### src/rtl/simple_st0_out_buffer_pkg.sv
// rtl/simple_st0_out_buffer_pkg.sv - shared sample types for the stage 0 output buffer
package simple_st0_out_buffer_pkg;

    typedef logic [31:0] float_24_8;

    typedef struct packed {
        logic      lst;
        logic      fst;
        float_24_8 data;
    } out_buf_entry_t;

endpackage

### src/rtl/simple_st0_out_buffer_if.sv
// rtl/simple_st0_out_buffer_if.sv - stage 0 output / stage 1 input handshake bundle
interface simple_st0_out_buffer_if;
    import simple_st0_out_buffer_pkg::*;

    float_24_8 stage_0_data_out;
    logic      stage_0_data_out_vld;
    logic      stage_0_data_out_fst;
    logic      stage_0_data_out_rdy;
    float_24_8 stage_1_data_in;
    logic      stage_1_data_in_vld;
    logic      stage_1_data_in_fst;
    logic      stage_1_data_in_lst;
    logic      stage_1_data_in_rdy;

    // buffer side
    modport slave (
        input  stage_0_data_out, stage_0_data_out_vld, stage_0_data_out_fst, stage_1_data_in_rdy,
        output stage_0_data_out_rdy, stage_1_data_in, stage_1_data_in_vld,
        output stage_1_data_in_fst, stage_1_data_in_lst
    );

    // producer/consumer side
    modport master (
        output stage_0_data_out, stage_0_data_out_vld, stage_0_data_out_fst, stage_1_data_in_rdy,
        input  stage_0_data_out_rdy, stage_1_data_in, stage_1_data_in_vld,
        input  stage_1_data_in_fst, stage_1_data_in_lst
    );

endinterface

### src/rtl/simple_fifo_sync.sv
// rtl/simple_fifo_sync.sv - generic DEPTH x WIDTH register FIFO with occupancy output
module simple_fifo_sync #(
    parameter int DEPTH = 8,
    parameter int WIDTH = 34
) (
    input  logic                     clk,
    input  logic                     reset,
    input  logic                     push,
    input  logic                     pop,
    input  logic [WIDTH-1:0]         wdata,
    output logic [WIDTH-1:0]         rdata,
    output logic [$clog2(DEPTH):0]   level,
    output logic                     full,
    output logic                     empty
);
    localparam int AW = $clog2(DEPTH);
    localparam logic [AW:0] LEVEL_FULL = (AW+1)'(DEPTH);

    logic [WIDTH-1:0] mem [DEPTH];
    logic [AW-1:0]    wptr;
    logic [AW-1:0]    rptr;
    logic             do_push;
    logic             do_pop;

    assign full    = (level == LEVEL_FULL);
    assign empty   = (level == '0);
    assign do_push = push & ~full;
    assign do_pop  = pop & ~empty;
    // Stale RAM contents never leak out while empty.
    assign rdata   = empty ? '0 : mem[rptr];

    always_ff @(posedge clk or negedge reset) begin
        if (!reset) begin
            wptr  <= '0;
            rptr  <= '0;
            level <= '0;
        end else begin
            if (do_push) wptr <= wptr + 1'b1;
            if (do_pop)  rptr <= rptr + 1'b1;
            if (do_push && !do_pop)      level <= level + 1'b1;
            else if (do_pop && !do_push) level <= level - 1'b1;
        end
    end

    always_ff @(posedge clk) begin
        if (do_push) mem[wptr] <= wdata;
    end

endmodule

### src/rtl/simple_st0_out_buffer.sv
// rtl/simple_st0_out_buffer.sv - frames stage 0 samples and buffers them for stage 1
module simple_st0_out_buffer
    import simple_st0_out_buffer_pkg::*;
#(
    parameter int FRAME_LEN = 6,
    parameter int DEPTH     = 8
) (
    input  logic                   clk,
    input  logic                   reset,
    simple_st0_out_buffer_if.slave io,
    output logic                   frame_err,
    input  logic                   frame_err_clr,
    output logic [7:0]             frame_count,
    output logic [$clog2(DEPTH):0] level
);
    localparam logic [0:0] ST_IDLE  = 1'b0;
    localparam logic [0:0] ST_FRAME = 1'b1;
    localparam logic [5:0] LAST_IDX = 6'(FRAME_LEN - 1);

    logic [0:0]     state;
    logic [5:0]     idx;
    logic           full;
    logic           empty;
    logic           push;
    logic           wr_en;
    logic           pop;
    logic           err_set;
    logic           in_fst;
    out_buf_entry_t wr_entry;
    out_buf_entry_t rd_entry;

    assign in_fst  = io.stage_0_data_out_fst;
    assign io.stage_0_data_out_rdy = ~full;
    assign push    = io.stage_0_data_out_vld & ~full;
    // Orphans in IDLE are swallowed; a fst inside a frame restarts it.
    assign wr_en   = push & ((state == ST_FRAME) | in_fst);
    assign err_set = push & (((state == ST_IDLE) & ~in_fst) | ((state == ST_FRAME) & in_fst));
    assign pop     = ~empty & io.stage_1_data_in_rdy;

    assign wr_entry.data = io.stage_0_data_out;
    assign wr_entry.fst  = in_fst;
    assign wr_entry.lst  = (state == ST_FRAME) & ~in_fst & (idx == LAST_IDX);

    assign io.stage_1_data_in_vld = ~empty;
    assign io.stage_1_data_in     = rd_entry.data;
    assign io.stage_1_data_in_fst = rd_entry.fst;
    assign io.stage_1_data_in_lst = rd_entry.lst;

    simple_fifo_sync #(
        .DEPTH (DEPTH),
        .WIDTH ($bits(out_buf_entry_t))
    ) u_fifo (
        .clk   (clk),
        .reset (reset),
        .push  (wr_en),
        .pop   (pop),
        .wdata (wr_entry),
        .rdata (rd_entry),
        .level (level),
        .full  (full),
        .empty (empty)
    );

    always_ff @(posedge clk or negedge reset) begin
        if (!reset) begin
            state       <= ST_IDLE;
            idx         <= '0;
            frame_count <= '0;
            frame_err   <= 1'b0;
        end else begin
            if (err_set)            frame_err <= 1'b1;
            else if (frame_err_clr) frame_err <= 1'b0;

            if (push) begin
                if (in_fst) begin
                    state <= ST_FRAME;
                    idx   <= 6'd1;
                end else if (state == ST_FRAME) begin
                    if (idx == LAST_IDX) begin
                        state       <= ST_IDLE;
                        idx         <= '0;
                        frame_count <= frame_count + 8'd1;
                    end else begin
                        idx <= idx + 6'd1;
                    end
                end
            end
        end
    end

endmodule

### src/flat_wrapper.sv
// flat-port wrapper written by rule: the top's interface ports become plain ports
module simple_st0_out_buffer_flat import simple_st0_out_buffer_pkg::*;
#(
    parameter int FRAME_LEN = 6,
    parameter int DEPTH     = 8
)
  (clk, reset, frame_err, frame_err_clr, frame_count, level, io_stage_0_data_out, io_stage_0_data_out_vld, io_stage_0_data_out_fst, io_stage_1_data_in_rdy, io_stage_0_data_out_rdy, io_stage_1_data_in, io_stage_1_data_in_vld, io_stage_1_data_in_fst, io_stage_1_data_in_lst);
  simple_st0_out_buffer_if io_i ();
  input  logic clk;
  input  logic reset;
  output logic frame_err;
  input  logic frame_err_clr;
  output logic [7:0] frame_count;
  output logic [$clog2(DEPTH):0] level;
  input wire logic [$bits(io_i.stage_0_data_out)-1:0] io_stage_0_data_out;
  input wire logic [$bits(io_i.stage_0_data_out_vld)-1:0] io_stage_0_data_out_vld;
  input wire logic [$bits(io_i.stage_0_data_out_fst)-1:0] io_stage_0_data_out_fst;
  input wire logic [$bits(io_i.stage_1_data_in_rdy)-1:0] io_stage_1_data_in_rdy;
  output wire logic [$bits(io_i.stage_0_data_out_rdy)-1:0] io_stage_0_data_out_rdy;
  output wire logic [$bits(io_i.stage_1_data_in)-1:0] io_stage_1_data_in;
  output wire logic [$bits(io_i.stage_1_data_in_vld)-1:0] io_stage_1_data_in_vld;
  output wire logic [$bits(io_i.stage_1_data_in_fst)-1:0] io_stage_1_data_in_fst;
  output wire logic [$bits(io_i.stage_1_data_in_lst)-1:0] io_stage_1_data_in_lst;
  assign io_i.stage_0_data_out = io_stage_0_data_out;
  assign io_i.stage_0_data_out_vld = io_stage_0_data_out_vld;
  assign io_i.stage_0_data_out_fst = io_stage_0_data_out_fst;
  assign io_i.stage_1_data_in_rdy = io_stage_1_data_in_rdy;
  assign io_stage_0_data_out_rdy = io_i.stage_0_data_out_rdy;
  assign io_stage_1_data_in = io_i.stage_1_data_in;
  assign io_stage_1_data_in_vld = io_i.stage_1_data_in_vld;
  assign io_stage_1_data_in_fst = io_i.stage_1_data_in_fst;
  assign io_stage_1_data_in_lst = io_i.stage_1_data_in_lst;
  simple_st0_out_buffer #(.FRAME_LEN(FRAME_LEN), .DEPTH(DEPTH)) u_core (.clk(clk), .reset(reset), .io(io_i), .frame_err(frame_err), .frame_err_clr(frame_err_clr), .frame_count(frame_count), .level(level));
endmodule
### config.mk
export PLATFORM = sky130hd
export DESIGN_NAME = simple_st0_out_buffer_flat
export DESIGN_NICKNAME = d
export VERILOG_FILES = /design/src/rtl/simple_st0_out_buffer_pkg.sv /design/src/rtl/simple_st0_out_buffer_if.sv /design/src/rtl/simple_fifo_sync.sv /design/src/rtl/simple_st0_out_buffer.sv /design/src/flat_wrapper.sv
export SDC_FILE = /design/constraint.sdc
export NUM_CORES = 1
export LEC_CHECK = 0
export CAP_MARGIN = 30
export CORE_MARGIN = 3
export CORE_UTILIZATION = 40
export DETAILED_ROUTE_END_ITERATION = 8
export SETUP_SLACK_MARGIN = 0.3
export SYNTH_ARGS = -nofsm -noshare
export SYNTH_HDL_FRONTEND = slang
export SYNTH_SLANG_ARGS = --single-unit
### constraint.sdc
create_clock -name clk -period 7.06 [get_ports clk]
set_input_delay 1.059 -clock clk [delete_from_list [all_inputs] [get_ports clk]]
set_output_delay 1.059 -clock clk [all_outputs]
set_load 0.01 [all_outputs]
==> qor.csv <==
stage,metric,value,unit
placed_design,DPL Wire Length,13700,um
job,max cap viols,0,
sta,total negative slack,0,ns
layout,"commonest non-fill, non-tap cells in the layout","edfxtp_1 (272), clkdlybuf4s50_1 (86), mux4_2 (68)",
worst_setup_path,"Req. time, crit path",6.00,ns
logic_synthesis,Synth async-reset ratio,8.72,%
placed_design,GPL Wtd Cong,0.775,
logic_synthesis,post-synthesis cell count,574,
sta,final hold vios,0,
drt,post-route antenna net violation count,0,
floorplan,Std-Cell Rows,62,
logic_synthesis,Syn Area/Cell,20.5,um^2
power_and_ir_drop,sequential group share of total power,41.9,%
run_status,outcome,"finished, final reports clean",
drt,DRC Markers,0,
drt,DRT iter0 DRCs,413,
floorplan,Ports,87,
worst_setup_path,CP startpoint kind,flop,
placed_design,Post-DP Area,13200,um^2
logic_synthesis,Mapped Area,11800,um^2
power_and_ir_drop,maximum vdd drop,0.000201,V
clock_tree,clock-pin slew on the worst setup and hold paths,0.06,ns
logic_synthesis,post-synthesis register bit count,298,
clock_tree,CTS tree,yes,
power_and_ir_drop,Static Leak,4.82,nW
sta,relative slew slack,42.7,%
logic_synthesis,synth warn,0,
clock_tree,setup bufs post-CTS,0,
grt,number of global-route vias before repair,6274,
worst_setup_path,Worst setup EP type,primary output,
clock_tree,htree depth,1,
layout,synth-to-layout area growth,20.2,%
drt,via count,5772,
drt,Vias/cell,5.29,
sta,worst slew pin tran,0.860,ns
grt,Tot GR Track Use,15.3,%
logic_synthesis,Mapped Nets,623,
worst_setup_path,kind of critical path,reg -> out,
drt,WL final,23600,um
floorplan,Starting Density,40.8,%
logic_synthesis,count of cell types in the netlist,41,
logic_synthesis,Post-synth EDFFs,272,
power_and_ir_drop,P_int,4.15,mW
logic_synthesis,"area leader, netlist",edfxtp_1,
clock_tree,Num CTS Buffers,30,
layout,"most common cell after layout, fill and taps aside",edfxtp_1,
clock_tree,cell chosen for the clock root,clkbuf_16,
power_and_ir_drop,Gate power share,31.8,%
clock_tree,post-cts sizing count,0,
sta,Slew Limit Fails,0,
sta,FMAX,216,MHz
clock_tree,clk sinks,298,
grt,Overflow after GRT,0,
floorplan,Core Region,28900,um^2
sta,Finish-stage setup viols,0,
drt,Initial DRT Pass Iterations,5,
grt,initial antenna violation count,0,
logic_synthesis,Area contributors post-synth,"edfxtp_1 (69%), mux4_2 (13%), dfrtp_1 (5.5%)",
placed_design,I/O Buffers,86,
worst_setup_path,critical path data arrival time,3.58,ns
layout,layout cells sized above 1,21.1,%
layout,fin util,49.1,%
layout,final instance area,14200,um^2
floorplan,Die Y,178,um
sta,Tcrit/Tclk final,65.7,%
power_and_ir_drop,P per Cell Area,416,nW/um^2
sta,Post-Route Hold Slack,0.480,ns
clock_tree,insertion delay to the later sink of the worst-skew pair,0.54,ns
logic_synthesis,post-synth top area share,69.3,%
grt,first-pass GRT wire length,36700,um
power_and_ir_drop,part of the power in the clock network,26.3,%
logic_synthesis,Synth Flop Type,edfxtp_1,
layout,final net count,731,
grt,largest net degree at the start of global routing,45,
drt,Avg WL per Cell,21.6,um
sta,clk_skew,0.0108,ns
sta,Tmin final,4.64,ns
clock_tree,Max Root-Sink Buffers,3,
power_and_ir_drop,Switch Pwr,1.74,mW
clock_tree,hold_buf cts,0,
floorplan,Die ar.,31600,um^2
logic_synthesis,register area share after synthesis,74.8,%
worst_setup_path,CP Max Fanout,42,
sta,RSZ-0062 raised after global routing,no,
hold_path,Tightest Hold Check Type,reg -> reg,
power_and_ir_drop,switching part of the total,29.5,%
floorplan,die width,178,um
## layer usage
layer | GRT usage, % | vias to the layer above | part of all wire (%)
met3 | 2.89 | 27 | 5.6
met2 | 25.3 | 151 | 49
met1 | 21.3 | 3053 | 44
met5 | 0 | - | 0
li1 | - | 2541 | -
met4 | 3.50 | 0 | 1.6
## final timing paths
kind | from | end | slack (ns) | cells past startpoint
min in group asynchronous | reset | u_core.frame_count[3] | 0.89 | 2
worst min-delay path | u_core.frame_count[7] | u_core.frame_count[7] | 0.48 | 1
worst max-delay path | u_core.u_fifo.rptr[0] | io_stage_1_data_in[1] | 2.42 | 5
worst min register to register | u_core.frame_count[7] | u_core.frame_count[7] | 0.48 | 1
worst max register to register | u_core.u_fifo.level[1] | u_core.u_fifo.level[3] | 3.76 | 9
max in group asynchronous | reset | u_core.u_fifo.rptr[0] | 5.88 | 2
## sequential cells by signal (all words and copies together), names as in the netlist
name and flops:
u_core.u_fifo.wptr 3, u_core.state 1, u_core.u_fifo.rptr 3, u_core.u_fifo.level 4
u_core.u_fifo.mem 272, u_core.frame_err 1, u_core.frame_count 8, u_core.idx 6
## cells by family after synthesis
group / Yosys count / synth area share (%)
DFF: 298 / 74.8
muxes: 106 / 16.3
and+or+nand+nor: 90 / 4.14
buffers and inverters: 36 / 1.51
AOI/OAI and AO/OA: 20 / 1.07
xor gates and xnor gates: 13 / 0.966
adders and majority gates: 11 / 1.23
## cell usage after synthesis (all sizes together) (2+ instances only)
library cell / count
edfxtp: 272
mux4: 68
nor2: 41
mux2i: 35
dfrtp: 26
buf: 16
nand2: 16
clkbuf: 12
ha: 10
inv: 8
o21ai: 8
xnor2: 7
nor3: 6
xor2: 6
nor4b: 5
a21o: 4
nand3: 4
nand4: 4
a21oi: 3
and3: 3
mux2: 3
nor4: 3
and2: 2
nor3b: 2
## area by class of cell
cell class | instances | area, um^2
Antenna cell | 1 | 2.50
Sequential cell | 298 | 8830
Timing Repair Buffer | 104 | 1020
Clock inverter | 10 | 103
Clock buffer | 46 | 872
Multi-Input combinational cell | 240 | 2840
Tap cell | 384 | 480
Fill cell | 2350 | 14700
Inverter | 8 | 30.0
## worst max-delay path, stage by stage (launching register included)
cell	delay [ns]
dfrtp_4	0.99
buf_4	0.63
mux4_2	0.58
mux2i_1	0.25
nor2_1	0.07
clkdlybuf4s50_1	0.50
## power by group through the flow
| stage | clock, mW | combinational, mW | sequential (mW) |
|---|---|---|---|
| 2_1_floorplan | 0 | 1.25 | 2.35 |
| 3_3_place_gp | 0 | 1.82 | 2.54 |
| 3_5_place_dp | 0 | 1.92 | 2.51 |
| 4_1_cts | 1.59 | 1.92 | 2.48 |
| 5_1_grt | 1.67 | 2.04 | 2.51 |
| 6_report | 1.55 | 1.88 | 2.47 |
## per-stage QoR
stage          std cells  power [mW]  setup WS, ns
6_report            1091        5.89          2.42
4_1_cts             1090        5.99          2.26
2_1_floorplan        574        3.60          1.32
3_3_place_gp        1033        4.36          2.68
3_5_place_dp        1034        4.43          2.57
5_1_grt             1090        6.21          2.07
Note: power is estimated with default switching activity, not from simulation.
